==> src/rtl/serial_subtractor_if.sv <==
// Operand/result bundle for the bit-serial subtractor.
// The V port exists only when SUB_OVERFLOW_EN is defined.
interface serial_subtractor_if #(
  parameter int unsigned WIDTH = 4
);
  logic             i_start;
  logic [WIDTH-1:0] i_a;
  logic [WIDTH-1:0] i_b;
  logic             i_bin;
  logic [WIDTH-1:0] o_diff;
  logic             o_bout;
  logic             o_busy;
  logic             o_done;
`ifdef SUB_OVERFLOW_EN
  logic             o_v;
`endif

`ifdef SUB_OVERFLOW_EN
  modport master (output i_start, i_a, i_b, i_bin,
                  input  o_diff, o_bout, o_busy, o_done, o_v);
  modport slave  (input  i_start, i_a, i_b, i_bin,
                  output o_diff, o_bout, o_busy, o_done, o_v);
`else
  modport master (output i_start, i_a, i_b, i_bin,
                  input  o_diff, o_bout, o_busy, o_done);
  modport slave  (input  i_start, i_a, i_b, i_bin,
                  output o_diff, o_bout, o_busy, o_done);
`endif
endinterface

==> src/rtl/serial_subtractor.sv <==
// Bit-serial subtractor: Diff = A - B - Bin, LSB first, one bit per clock.
// Optional SUB_OVERFLOW_EN adds a registered two's-complement overflow flag V.
module serial_subtractor #(
  parameter int unsigned WIDTH = 4
) (
  input logic                 i_clk,
  input logic                 i_rst,
  serial_subtractor_if.slave  bus
);

  localparam int unsigned CNT_W = $clog2(WIDTH + 1);

  typedef enum logic [1:0] {
    IDLE  = 2'd0,
    SHIFT = 2'd1,
    DONE  = 2'd2
  } state_t;

  state_t           r_state;
  state_t           w_state_nxt;
  logic [WIDTH-1:0] r_ra;
  logic [WIDTH-1:0] r_rb;
  logic             r_br;
  logic [WIDTH-1:0] r_rd;
  logic [CNT_W-1:0] r_cnt;
  logic [WIDTH-1:0] r_diff;
  logic             r_bout;
  logic             r_busy;
  logic             r_done;
`ifdef SUB_OVERFLOW_EN
  logic             r_v;
`endif

  logic             w_load;
  logic             w_shift;
  logic             w_last;
  logic             w_d;
  logic             w_br_nxt;
  logic [WIDTH-1:0] w_rd_nxt;

  // One full-subtractor slice on the current LSBs
  always_comb begin
    w_d      = r_ra[0] ^ r_rb[0] ^ r_br;
    w_br_nxt = (~r_ra[0] & r_rb[0]) | (~(r_ra[0] ^ r_rb[0]) & r_br);
    w_rd_nxt = {w_d, r_rd[WIDTH-1:1]};
  end

  // Next-state and datapath control
  always_comb begin
    w_state_nxt = r_state;
    w_load      = 1'b0;
    w_shift     = 1'b0;
    w_last      = 1'b0;
    case (r_state)
      IDLE: begin
        if (bus.i_start) begin
          w_load      = 1'b1;
          w_state_nxt = SHIFT;
        end
      end
      SHIFT: begin
        w_shift = 1'b1;
        if (r_cnt == CNT_W'(WIDTH - 1)) begin
          w_last      = 1'b1;
          w_state_nxt = DONE;
        end
      end
      DONE: begin
        if (bus.i_start) begin
          w_load      = 1'b1;
          w_state_nxt = SHIFT;
        end else begin
          w_state_nxt = IDLE;
        end
      end
      default: w_state_nxt = IDLE;
    endcase
  end

  always_ff @(posedge i_clk or posedge i_rst) begin
    if (i_rst) begin
      r_state <= IDLE;
      r_ra    <= '0;
      r_rb    <= '0;
      r_br    <= 1'b0;
      r_rd    <= '0;
      r_cnt   <= '0;
      r_diff  <= '0;
      r_bout  <= 1'b0;
      r_busy  <= 1'b0;
      r_done  <= 1'b0;
`ifdef SUB_OVERFLOW_EN
      r_v     <= 1'b0;
`endif
    end else begin
      r_state <= w_state_nxt;
      r_busy  <= (w_state_nxt == SHIFT);
      r_done  <= (w_state_nxt == DONE);
      if (w_load) begin
        r_ra  <= bus.i_a;
        r_rb  <= bus.i_b;
        r_br  <= bus.i_bin;
        r_rd  <= '0;
        r_cnt <= '0;
      end else if (w_shift) begin
        r_ra  <= r_ra >> 1;
        r_rb  <= r_rb >> 1;
        r_br  <= w_br_nxt;
        r_rd  <= w_rd_nxt;
        r_cnt <= r_cnt + CNT_W'(1);
      end
      // Result registers move only on the final shift edge
      if (w_last) begin
        r_diff <= w_rd_nxt;
        r_bout <= w_br_nxt;
`ifdef SUB_OVERFLOW_EN
        r_v    <= r_br ^ w_br_nxt;
`endif
      end
    end
  end

  assign bus.o_diff = r_diff;
  assign bus.o_bout = r_bout;
  assign bus.o_busy = r_busy;
  assign bus.o_done = r_done;
`ifdef SUB_OVERFLOW_EN
  assign bus.o_v    = r_v;
`endif

endmodule

==> src/flat_wrapper.sv <==
// flat-port wrapper written by rule: the top's interface ports become plain ports
module serial_subtractor_flat 
#(
  parameter int unsigned WIDTH = 4
)
  (i_clk, i_rst, bus_i_start, bus_i_a, bus_i_b, bus_i_bin, bus_o_diff, bus_o_bout, bus_o_busy, bus_o_done);
  serial_subtractor_if #(.WIDTH(WIDTH)) bus_i ();
  input logic i_clk;
  input logic i_rst;
  input wire logic [$bits(bus_i.i_start)-1:0] bus_i_start;
  input wire logic [$bits(bus_i.i_a)-1:0] bus_i_a;
  input wire logic [$bits(bus_i.i_b)-1:0] bus_i_b;
  input wire logic [$bits(bus_i.i_bin)-1:0] bus_i_bin;
  output wire logic [$bits(bus_i.o_diff)-1:0] bus_o_diff;
  output wire logic [$bits(bus_i.o_bout)-1:0] bus_o_bout;
  output wire logic [$bits(bus_i.o_busy)-1:0] bus_o_busy;
  output wire logic [$bits(bus_i.o_done)-1:0] bus_o_done;
  assign bus_i.i_start = bus_i_start;
  assign bus_i.i_a = bus_i_a;
  assign bus_i.i_b = bus_i_b;
  assign bus_i.i_bin = bus_i_bin;
  assign bus_o_diff = bus_i.o_diff;
  assign bus_o_bout = bus_i.o_bout;
  assign bus_o_busy = bus_i.o_busy;
  assign bus_o_done = bus_i.o_done;
  serial_subtractor #(.WIDTH(WIDTH)) u_core (.i_clk(i_clk), .i_rst(i_rst), .bus(bus_i));
endmodule
==> config.mk <==
export PLATFORM = sky130hd
export DESIGN_NAME = serial_subtractor_flat
export DESIGN_NICKNAME = d
export VERILOG_FILES = /design/src/rtl/serial_subtractor_if.sv /design/src/rtl/serial_subtractor.sv /design/src/flat_wrapper.sv
export SDC_FILE = /design/constraint.sdc
export NUM_CORES = 1
export LEC_CHECK = 0
export ABC_AREA = 1
export CAP_MARGIN = 10
export CORE_UTILIZATION = 51
export DETAILED_ROUTE_END_ITERATION = 16
export PLACE_DENSITY = 0.8
export SLEW_MARGIN = 20
export SYNTH_ARGS = -nofsm -noshare
export SYNTH_HDL_FRONTEND = slang
export SYNTH_SLANG_ARGS = --single-unit
==> constraint.sdc <==
create_clock -name i_clk -period 1.4 [get_ports i_clk]
set_clock_uncertainty 0.15 [all_clocks]
set_input_delay 0.21 -clock i_clk [delete_from_list [all_inputs] [get_ports i_clk]]
set_output_delay 0.21 -clock i_clk [all_outputs]
set_load 0.02 [all_outputs]
==> metrics, run 1 <==
Pre-Repair DR Iteration Count=4; CTS buffer count=3; Setup Crit Path Kind=register to register; Psw=roughly 1.3 mW; mean post-synth cell area=about 9.9 um^2; crit path cell chain=inv_1 > fa_1 > nand2_1 > nand2_1; Final Hold Violating Endpoints=0; hold-fix buffer count after cts=0; clock share of power=0.160; Max Cap Viol=0; Synth Warn #=0; final setup TNS=0 ns; filler instances=168; Yosys cell types=18; layout cells sized above 1=0.273; Skew-Pair Late Insertion Delay=0.32 ns; Routed WL=about 2100 um; combinational power share=0.459; Peak VDD IR=1530 uV; DR DRC count=0; Syn Inst Count=between 100 and 150; largest net degree at the start of global routing=25; pwr/cell area=between 2000 and 2500 nW/um^2; DRT antenna net count=0; met2 Use GR=0.340; Ant. Diodes=0; gpl congestion=between 0.7 and 0.8; fin crit share=0.967; crit-path leading delay family=adder cells; met1 Resource Use GR=0.262; Final min period=approximately 1.4 ns; Post-Layout Cell Count=approximately 170; Nets=between 150 and 200; status=finished clean; core area=about 2000 um^2; io pins=19; Sink Count=24; Initial Util=0.558; vias in the first global route=a little over 800; slew margin rel.=0.802; worst slew pin tran=about 0.3 ns; Sequential Power Share=0.381; CP dominant cell by count=nand2_1; Die W=49.0 um; FF+latch count, synth=24; final setup fails=0; sw frac=0.405; crit end category=register; Iter 0 DRT Violations=16; placed cells=between 150 and 200; detailed-route vias per instance=4.99; crit-path max FO=2; Power Internal=between 1.5 and 2 mW; Total Routing Usage GR=0.207; Final Util=0.685; routed len/inst=roughly 13 um; CTS clock-pin slew for the worst setup and hold paths=around 0.14 ns; dpl hpwl=roughly 1300 um; WP buf/inv=1; area added between synthesis and finish=22.9%; Leakage=around 0.7 nW; most used routing layer=met2; grt total ovfl=0; CP max stage cell=fa_1; vias post-DR=829; row cnt=16; largest stage delay on the critical path=~0.45 ns; synthesized cell area=1130 um^2; H-tree depth=1; CTS root buffer=clkbuf_4; full die area=approximately 2400 um^2; CTS tree=built; Max Clk Rate=roughly 740 MHz; Syn Nets=between 100 and 150; I/O Buffers=18; Seq/Total Area, Yosys=0.533; Die Y=between 40 and 50 um; Longest Clk Path Bufs=2; initial antenna violation count=0; Worst EP required=approximately 1.5 ns; first-pass GRT wire length=about 3700 um; Slew Limit Fails=0; met3 GRT Util=0.0405; Worst EP arrival=around 1.4 ns; CP startpoint kind=register; Hold Crit Class=input pin to asynchronous set/reset pin
## cell families after synthesis
| group | count (synthesis) | synth area share |
|---|---|---|
| simple gates | 68 | 0.324 |
| flops | 24 | 0.533 |
| buf+inv | 14 | 0.0810 |
| compound gates | 5 | 0.0222 |
| fa+ha+maj | 3 | 0.0400 |
## per-layer routing
metal | share of wire | vias to the layer above
met5 | 0 | -
met4 | 0.026 | 0
met3 | 0.041 | 6
met2 | 0.52 | 21
met1 | 0.42 | 392
li1 | - | 410
## state kept, by name, indices dropped and copies added, names as in the netlist
| register | cells |
|---|---|
| u_core.r_rb | 4 |
| u_core.r_ra | 4 |
| u_core.r_rd | 3 |
| u_core.r_br | 1 |
| u_core.bus.o_busy | 1 |
| u_core.bus.o_done | 1 |
| u_core.bus.o_bout | 1 |
| u_core.r_cnt | 3 |
| u_core.bus.o_diff | 4 |
| u_core.r_state | 2 |
## layout by cell type, fill, tap and decap left out, types with 3 or more instances in the layout
cell type        Yosys  layout
nand3_1             11      11
clkdlybuf4s50_1      0      11
nand2_1             40      39
dfrtp_1             24      24
inv_2                2       3
inv_1                8       7
clkbuf_2             0       5
buf_4                1       7
o21ai_1              5       5
nand3_2             11      11
clkbuf_4             0       3
## cell type report
cell class              count  area (um^2)  share of cell area
clock buffers               3         22.5              0.0163
clock inverters             1         30.0              0.0217
inverters                  10         37.5              0.0271
multi-input cells          76          453               0.327
flip-flops and latches     24          601               0.434
well taps                  27         33.8              0.0244
repair buffers             25          208               0.150
## metrics by stage
stage	area (um^2)	power, mW	hold WS, ns	setup slack, ns
2_1_floorplan	1130	2.25	0.0746	0.107
3_3_place_gp	1330	2.54	0.309	0.0155
3_5_place_dp	1330	2.61	0.309	-0.00786
4_1_cts	1370	3.07	0.0779	0.00284
5_1_grt	1390	3.41	0.0738	-0.00145
6_report	1390	3.16	0.0658	0.0469
## power groups by stage
stage          Clock [mW]  Sequential [mW]  Combinational (mW)
2_1_floorplan           0             1.28               0.970
3_3_place_gp            0             1.19                1.35
3_5_place_dp            0             1.21                1.40
4_1_cts             0.505             1.20                1.37
5_1_grt             0.541             1.25                1.62
6_report            0.504             1.20                1.45
## worst register-to-register path: stages, from the launching register on
cell     delay (ns)
dfrtp_1        0.42
inv_1          0.11
fa_1           0.45
nand2_1        0.09
nand2_1        0.05
## path summary, 6_finish.rpt
check                      cells after the start  slack, ns         startpoint              endpoint
min in group i_clk                             3       0.26         bus_i_a[3]        u_core.r_ra[3]
max in group asynchronous                      3       0.80              i_rst           u_core.r_br
min reg2reg                                    2       0.34  u_core.bus.o_bout     u_core.bus.o_bout
min                                            3       0.07              i_rst  u_core.bus.o_diff[1]
max                                            4       0.05     u_core.r_rb[0]        u_core.r_rd[3]
max reg2reg                                    4       0.05     u_core.r_rb[0]        u_core.r_rd[3]
## cell usage after synthesis
library cell	number	area, um^2
nor2_1	1	3.75
buf_4	1	7.51
buf_6	1	11.3
nand3_1	11	55.1
o21ai_1	5	25.0
buf_8	1	15.0
dfrtp_1	24	601
nand2_2	1	6.26
nor2_2	1	6.26
nand2_1	40	150
inv_2	2	7.51
nor2_4	2	22.5
nand2_4	1	11.3
inv_1	8	30.0
buf_12	1	20.0
fa_1	1	20.0
ha_1	2	25.0
nand3_2	11	110
## what timing repair did
item | in CTS | in global routing
endpoints found under the setup margin | 10 | 14
buffers inserted | 0 | 2
pin swaps | 0 | 3
resized for setup | 11 | 13
hold endpoints to repair | 0 | 0
No activity file was read; power rests on OpenSTA's default activity.
==> run 2: changes to the inputs <==
CORE_UTILIZATION = 55   (was 51)
PLACE_DENSITY = 0.85   (was 0.8)
clock period = 1.7 ns   (was 1.4 ns; I/O delays follow)
==> metrics, run 2 (same netlist as run 1, synthesis figures left out) <==
Max Cap Viol=0 (unchanged); crit-path leading delay family=buffers and inverters (was adder cells); Nets=150 (was 155); detailed-route vias per instance=5.09 (was 4.99); vias post-DR=820 (was 829); Skew-Pair Late Insertion Delay=0.32 ns (about the same); crit end category=primary output (was register); Setup Crit Path Kind=register to primary output (was register to register); Total Routing Usage GR=0.198 (was 0.207); grt total ovfl=0 (unchanged); initial antenna violation count=0 (unchanged); hold-fix buffer count after cts=0 (unchanged); largest net degree at the start of global routing=25 (unchanged); Power Internal=1.36 mW (was 1.88 mW); reg-to-reg startpoint=u_core.r_cnt[0] (was u_core.r_rb[0]); fin crit share=0.973; area added between synthesis and finish=18.8% (was 22.9%); dpl hpwl=1380 um (was 1340 um); Initial Util=0.581 (was 0.558); placed cells=157 (was 160); sw frac=0.416 (was 0.405); Setup Buffers After CTS=0 (unchanged); crit path cell chain=clkdlybuf4s50_1 (was inv_1 > fa_1 > nand2_1 > nand2_1); Iter 0 DRT Violations=6 (was 16); io pins=19 (unchanged); Total Power=2.34 mW (was 3.16 mW); Routed WL=1940 um (was 2110 um); most common cell after layout, fill and taps aside=nand2_1 (unchanged); Critical path origin=u_core.bus.o_busy (was u_core.r_rb[0]); Sink Count=24 (unchanged); row cnt=16 (unchanged); final setup TNS=0 ns (unchanged); combinational power share=0.454 (was 0.459); Die W=47.3 um (was 49.0 um); Peak VDD IR=960 uV (was 1530 uV); RSZ-0062 raised after global routing=false; Pre-Repair DR Iteration Count=4 (unchanged); slew margin rel.=0.664 (was 0.802); DR DRC count=0 (unchanged); Final min period=~1.7 ns; CTS clock-pin slew for the worst setup and hold paths=0.13 ns (was 0.14 ns); Longest Clk Path Bufs=2 (unchanged); I/O Buffers=18 (unchanged); pwr/cell area=1750 nW/um^2 (was 2280 nW/um^2); WP buf/inv=1 (unchanged); gpl congestion=0.738 (was 0.747); Hold Crit Class=input pin to asynchronous set/reset pin (unchanged); Slew Limit Fails=0 (unchanged); hold_ws=0.119 ns (was 0.0658 ns); Post-Layout Cell Count=161 (was 166); CP max stage cell=clkdlybuf4s50_1 (was fa_1); Worst EP required=1.29 ns (was 1.47 ns); Die Y=47.3 um (was 49.0 um); worst slew pin tran=0.502 ns (was 0.298 ns); vias in the first global route=709 (was 820); routed len/inst=12.0 um (was 12.7 um); most frequent cells in the layout=40 x nand2_1, 24 x dfrtp_1, 12 x clkdlybuf4s50_1 (was 39 x nand2_1, 24 x dfrtp_1, 11 x nand3_2, 11 x nand3_1, 11 x clkdlybuf4s50_1); largest stage delay on the critical path=0.60 ns (was 0.45 ns); H-tree depth=1 (unchanged); clock share of power=0.128 (was 0.160); layout cells sized above 1=0.179 (was 0.273); full die area=2230 um^2 (was 2400 um^2); status=finished clean (unchanged); Ant. Diodes=0 (unchanged); CTS root buffer=clkbuf_4 (unchanged); first-pass GRT wire length=2910 um (was 3660 um); final setup fails=0 (unchanged); Final Hold Violating Endpoints=0 (unchanged); Max Clk Rate=~600 MHz; Leakage=0.698 nW (was 0.693 nW); Worst EP arrival=1.25 ns (was 1.42 ns); crit-path max FO=1 (was 2); DRT antenna net count=0 (unchanged); core area=1940 um^2 (was 2020 um^2); CTS tree=built (unchanged); CTS buffer count=3 (unchanged); CP startpoint kind=register (unchanged); Psw=973 uW (was 1.28 mW); Sequential Power Share=0.417 (was 0.381)
[run 2: timing repair]
| action | CTS | global route |
|---|---|---|
| setup endpoints to repair | 4 | 2 |
| gates cloned | 0 | 0 |
| gates resized for setup | 4 | 2 |
[run 2: power by group through the flow]
stage                     registers, mW  clock network [mW]  logic, mW
final                             0.975               0.300       1.06
after global routing               1.00               0.329       1.18
after CTS                         0.979               0.311       1.09
after detailed placement          0.992                   0       1.11
after global placement            0.978                   0       1.06
after floorplan                    1.06                   0      0.799
[run 2: final timing paths]
path	to	slack, ns	cells after the start
setup / recovery	bus_o_busy	0.05	1
hold / removal	u_core.r_rd[3]	0.12	3
setup reg to reg	u_core.bus.o_diff[0]	0.28	6
hold reg to reg	u_core.bus.o_bout	0.33	2
max in group asynchronous	u_core.r_ra[3]	1.05	3
min in group i_clk	u_core.r_rb[3]	0.32	3
[run 2: layout make-up]
cell class	count	area, um^2
clock buffers	4	36.3
fillers	173	603
inverters	10	37.5
multi-input cells	76	435
flip-flops and latches	24	601
well taps	27	33.8
repair buffers	20	195
[run 2: per-layer routing]
layer	global-route usage	wire length, um	share of wire
met2	0.329	979	0.50
met5	0	0	0
met1	0.232	840	0.43
met3	0.0462	77	0.040
met4	0.120	43	0.022
[run 2: metrics by stage]
step           area, um^2  worst slack [ns]  utilization
2_1_floorplan        1130             0.407            -
3_3_place_gp         1300             0.158        0.671
3_5_place_dp         1300             0.126        0.671
4_1_cts              1330           0.00164        0.687
5_1_grt              1340           0.00228        0.689
6_report             1340            0.0458        0.689
==> run 3: changes to the inputs <==
PLACE_DENSITY = 0.82   (was 0.85)
==> metrics, run 3 (same netlist as run 1, synthesis figures left out) <==
detailed-route vias per instance=5.07 (was 5.09); largest net degree at the start of global routing=25 (unchanged); crit end category=primary output (unchanged); most frequent cells in the layout=40 x nand2_1, 24 x dfrtp_1, 12 x clkdlybuf4s50_1 (unchanged); final setup fails=0 (unchanged); Worst EP arrival=1.24 ns (was 1.25 ns); Max Cap Viol=0 (unchanged); DRT antenna net count=0 (unchanged); io pins=19 (unchanged); first-pass GRT wire length=3120 um (was 2910 um); Die Y=47.3 um (unchanged); hold_ws=0.120 ns (was 0.119 ns); Final Util=0.688 (was 0.689); gpl congestion=0.734 (was 0.738); vias in the first global route=744 (was 709); hold-fix buffer count after cts=0 (unchanged); Ant. Diodes=0 (unchanged); crit path cell chain=clkdlybuf4s50_1 (unchanged); fin crit share=0.967 (was 0.973); Iter 0 DRT Violations=5 (was 6); core area=1940 um^2 (unchanged); crit-path leading delay family=buffers and inverters (unchanged); Critical path origin=u_core.bus.o_done (was u_core.bus.o_busy); Longest Clk Path Bufs=2 (unchanged); Die W=47.3 um (unchanged); reg-to-reg startpoint=u_core.r_state[1] (was u_core.r_cnt[0]); final setup TNS=0 ns (unchanged); filler instances=157 (was 173); routed len/inst=11.8 um (was 12.0 um); FF/Latch Area=601 um^2 (unchanged); status=finished clean (unchanged); Setup Crit Path Kind=register to primary output (unchanged); layout cells sized above 1=0.173 (was 0.179); CP startpoint kind=register (unchanged); Pre-Repair DR Iteration Count=4 (unchanged); Max Clk Rate=609 MHz (was 605 MHz); row cnt=16 (unchanged); Final Hold Violating Endpoints=0 (unchanged); WP buf/inv=1 (unchanged); worst slew pin tran=0.509 ns (was 0.502 ns); placed cells=157 (unchanged); Final min period=1.64 ns (was 1.65 ns); I/O Buffers=18 (unchanged); Sink Count=24 (unchanged); most common cell after layout, fill and taps aside=nand2_1 (unchanged); H-tree depth=1 (unchanged); vias post-DR=811 (was 820); pwr/cell area=1720 nW/um^2 (was 1750 nW/um^2); CTS buffer count=3 (unchanged); Total Routing Usage GR=0.206 (was 0.198); full die area=2230 um^2 (unchanged); CTS clock-pin slew for the worst setup and hold paths=0.12 ns (was 0.13 ns); Hold Crit Class=input pin to asynchronous set/reset pin (unchanged); CTS tree=built (unchanged); area added between synthesis and finish=18.5% (was 18.8%); initial antenna violation count=0 (unchanged); Peak VDD IR=1130 uV (was 960 uV); Nets=150 (unchanged); area occupied by multi-input gates=435 um^2 (unchanged); Post-Layout Cell Count=160 (was 161); DR DRC count=0 (unchanged); Routed WL=1890 um (was 1940 um); Skew-Pair Late Insertion Delay=0.31 ns (was 0.32 ns); slew margin rel.=0.659 (was 0.664); grt total ovfl=0 (unchanged); Leakage=0.711 nW (was 0.698 nW); CTS root buffer=clkbuf_4 (unchanged); dpl hpwl=1330 um (was 1380 um); RSZ-0062 raised after global routing=false (unchanged); largest stage delay on the critical path=0.59 ns (was 0.60 ns); Worst EP required=1.29 ns (about the same); crit-path max FO=1 (unchanged); CP max stage cell=clkdlybuf4s50_1 (unchanged); Slew Limit Fails=0 (unchanged); Initial Util=0.581 (unchanged)
## run 3: report_power, final
part	total, mW	switching [mW]	internal (mW)
Clock	0.245	0.162	0.0829
Sequential	0.983	0.161	0.823
Combinational	1.07	0.646	0.425
## run 3: worst reg2reg max path: stages, from the launching register on
cell	delay (ns)
dfrtp_1	0.45
inv_2	0.07
nand2_2	0.29
nor2_4	0.27
nand2_1	0.08
nand2_1	0.06
## run 3: layout make-up
cell class / instances / share of cell area
flip-flops and latches: 24 / 0.449
multi-input cells: 76 / 0.326
repair buffers: 20 / 0.154
well taps: 27 / 0.0253
inverters: 10 / 0.0281
clock buffers: 3 / 0.0169
## run 3: timing repair
item / CTS / global route
endpoints found under the setup margin: 1 / 5
buffers inserted: 0 / 0
gates resized for setup: 1 / 5
## run 3: metal layers
metal  track usage  vias to the layer above  routed length [um]
met5             0                        -                   0
met4         0.114                        0                  48
met3        0.0346                        4                  71
met2         0.362                       17                 955
met1         0.236                      393                 811
li1              -                      397                   -
## run 3: final timing paths
kind,end,slack [ns],cells past startpoint
max,bus_o_done,0.06,1
max in group asynchronous,u_core.r_cnt[0],1.05,3
min in group i_clk,u_core.r_rb[3],0.32,3
max reg2reg,u_core.bus.o_diff[1],0.28,5
min reg2reg,u_core.bus.o_diff[2],0.34,2
min,u_core.bus.o_done,0.12,3
## run 3: per-stage QoR
step	setup slack (ns)	total power [mW]	instance area, um^2
after floorplan	0.407	1.86	1130
after global placement	0.160	2.04	1300
after detailed placement	0.123	2.10	1300
after CTS	0.00433	2.33	1320
after global routing	0.0219	2.51	1340
final	0.0567	2.30	1340
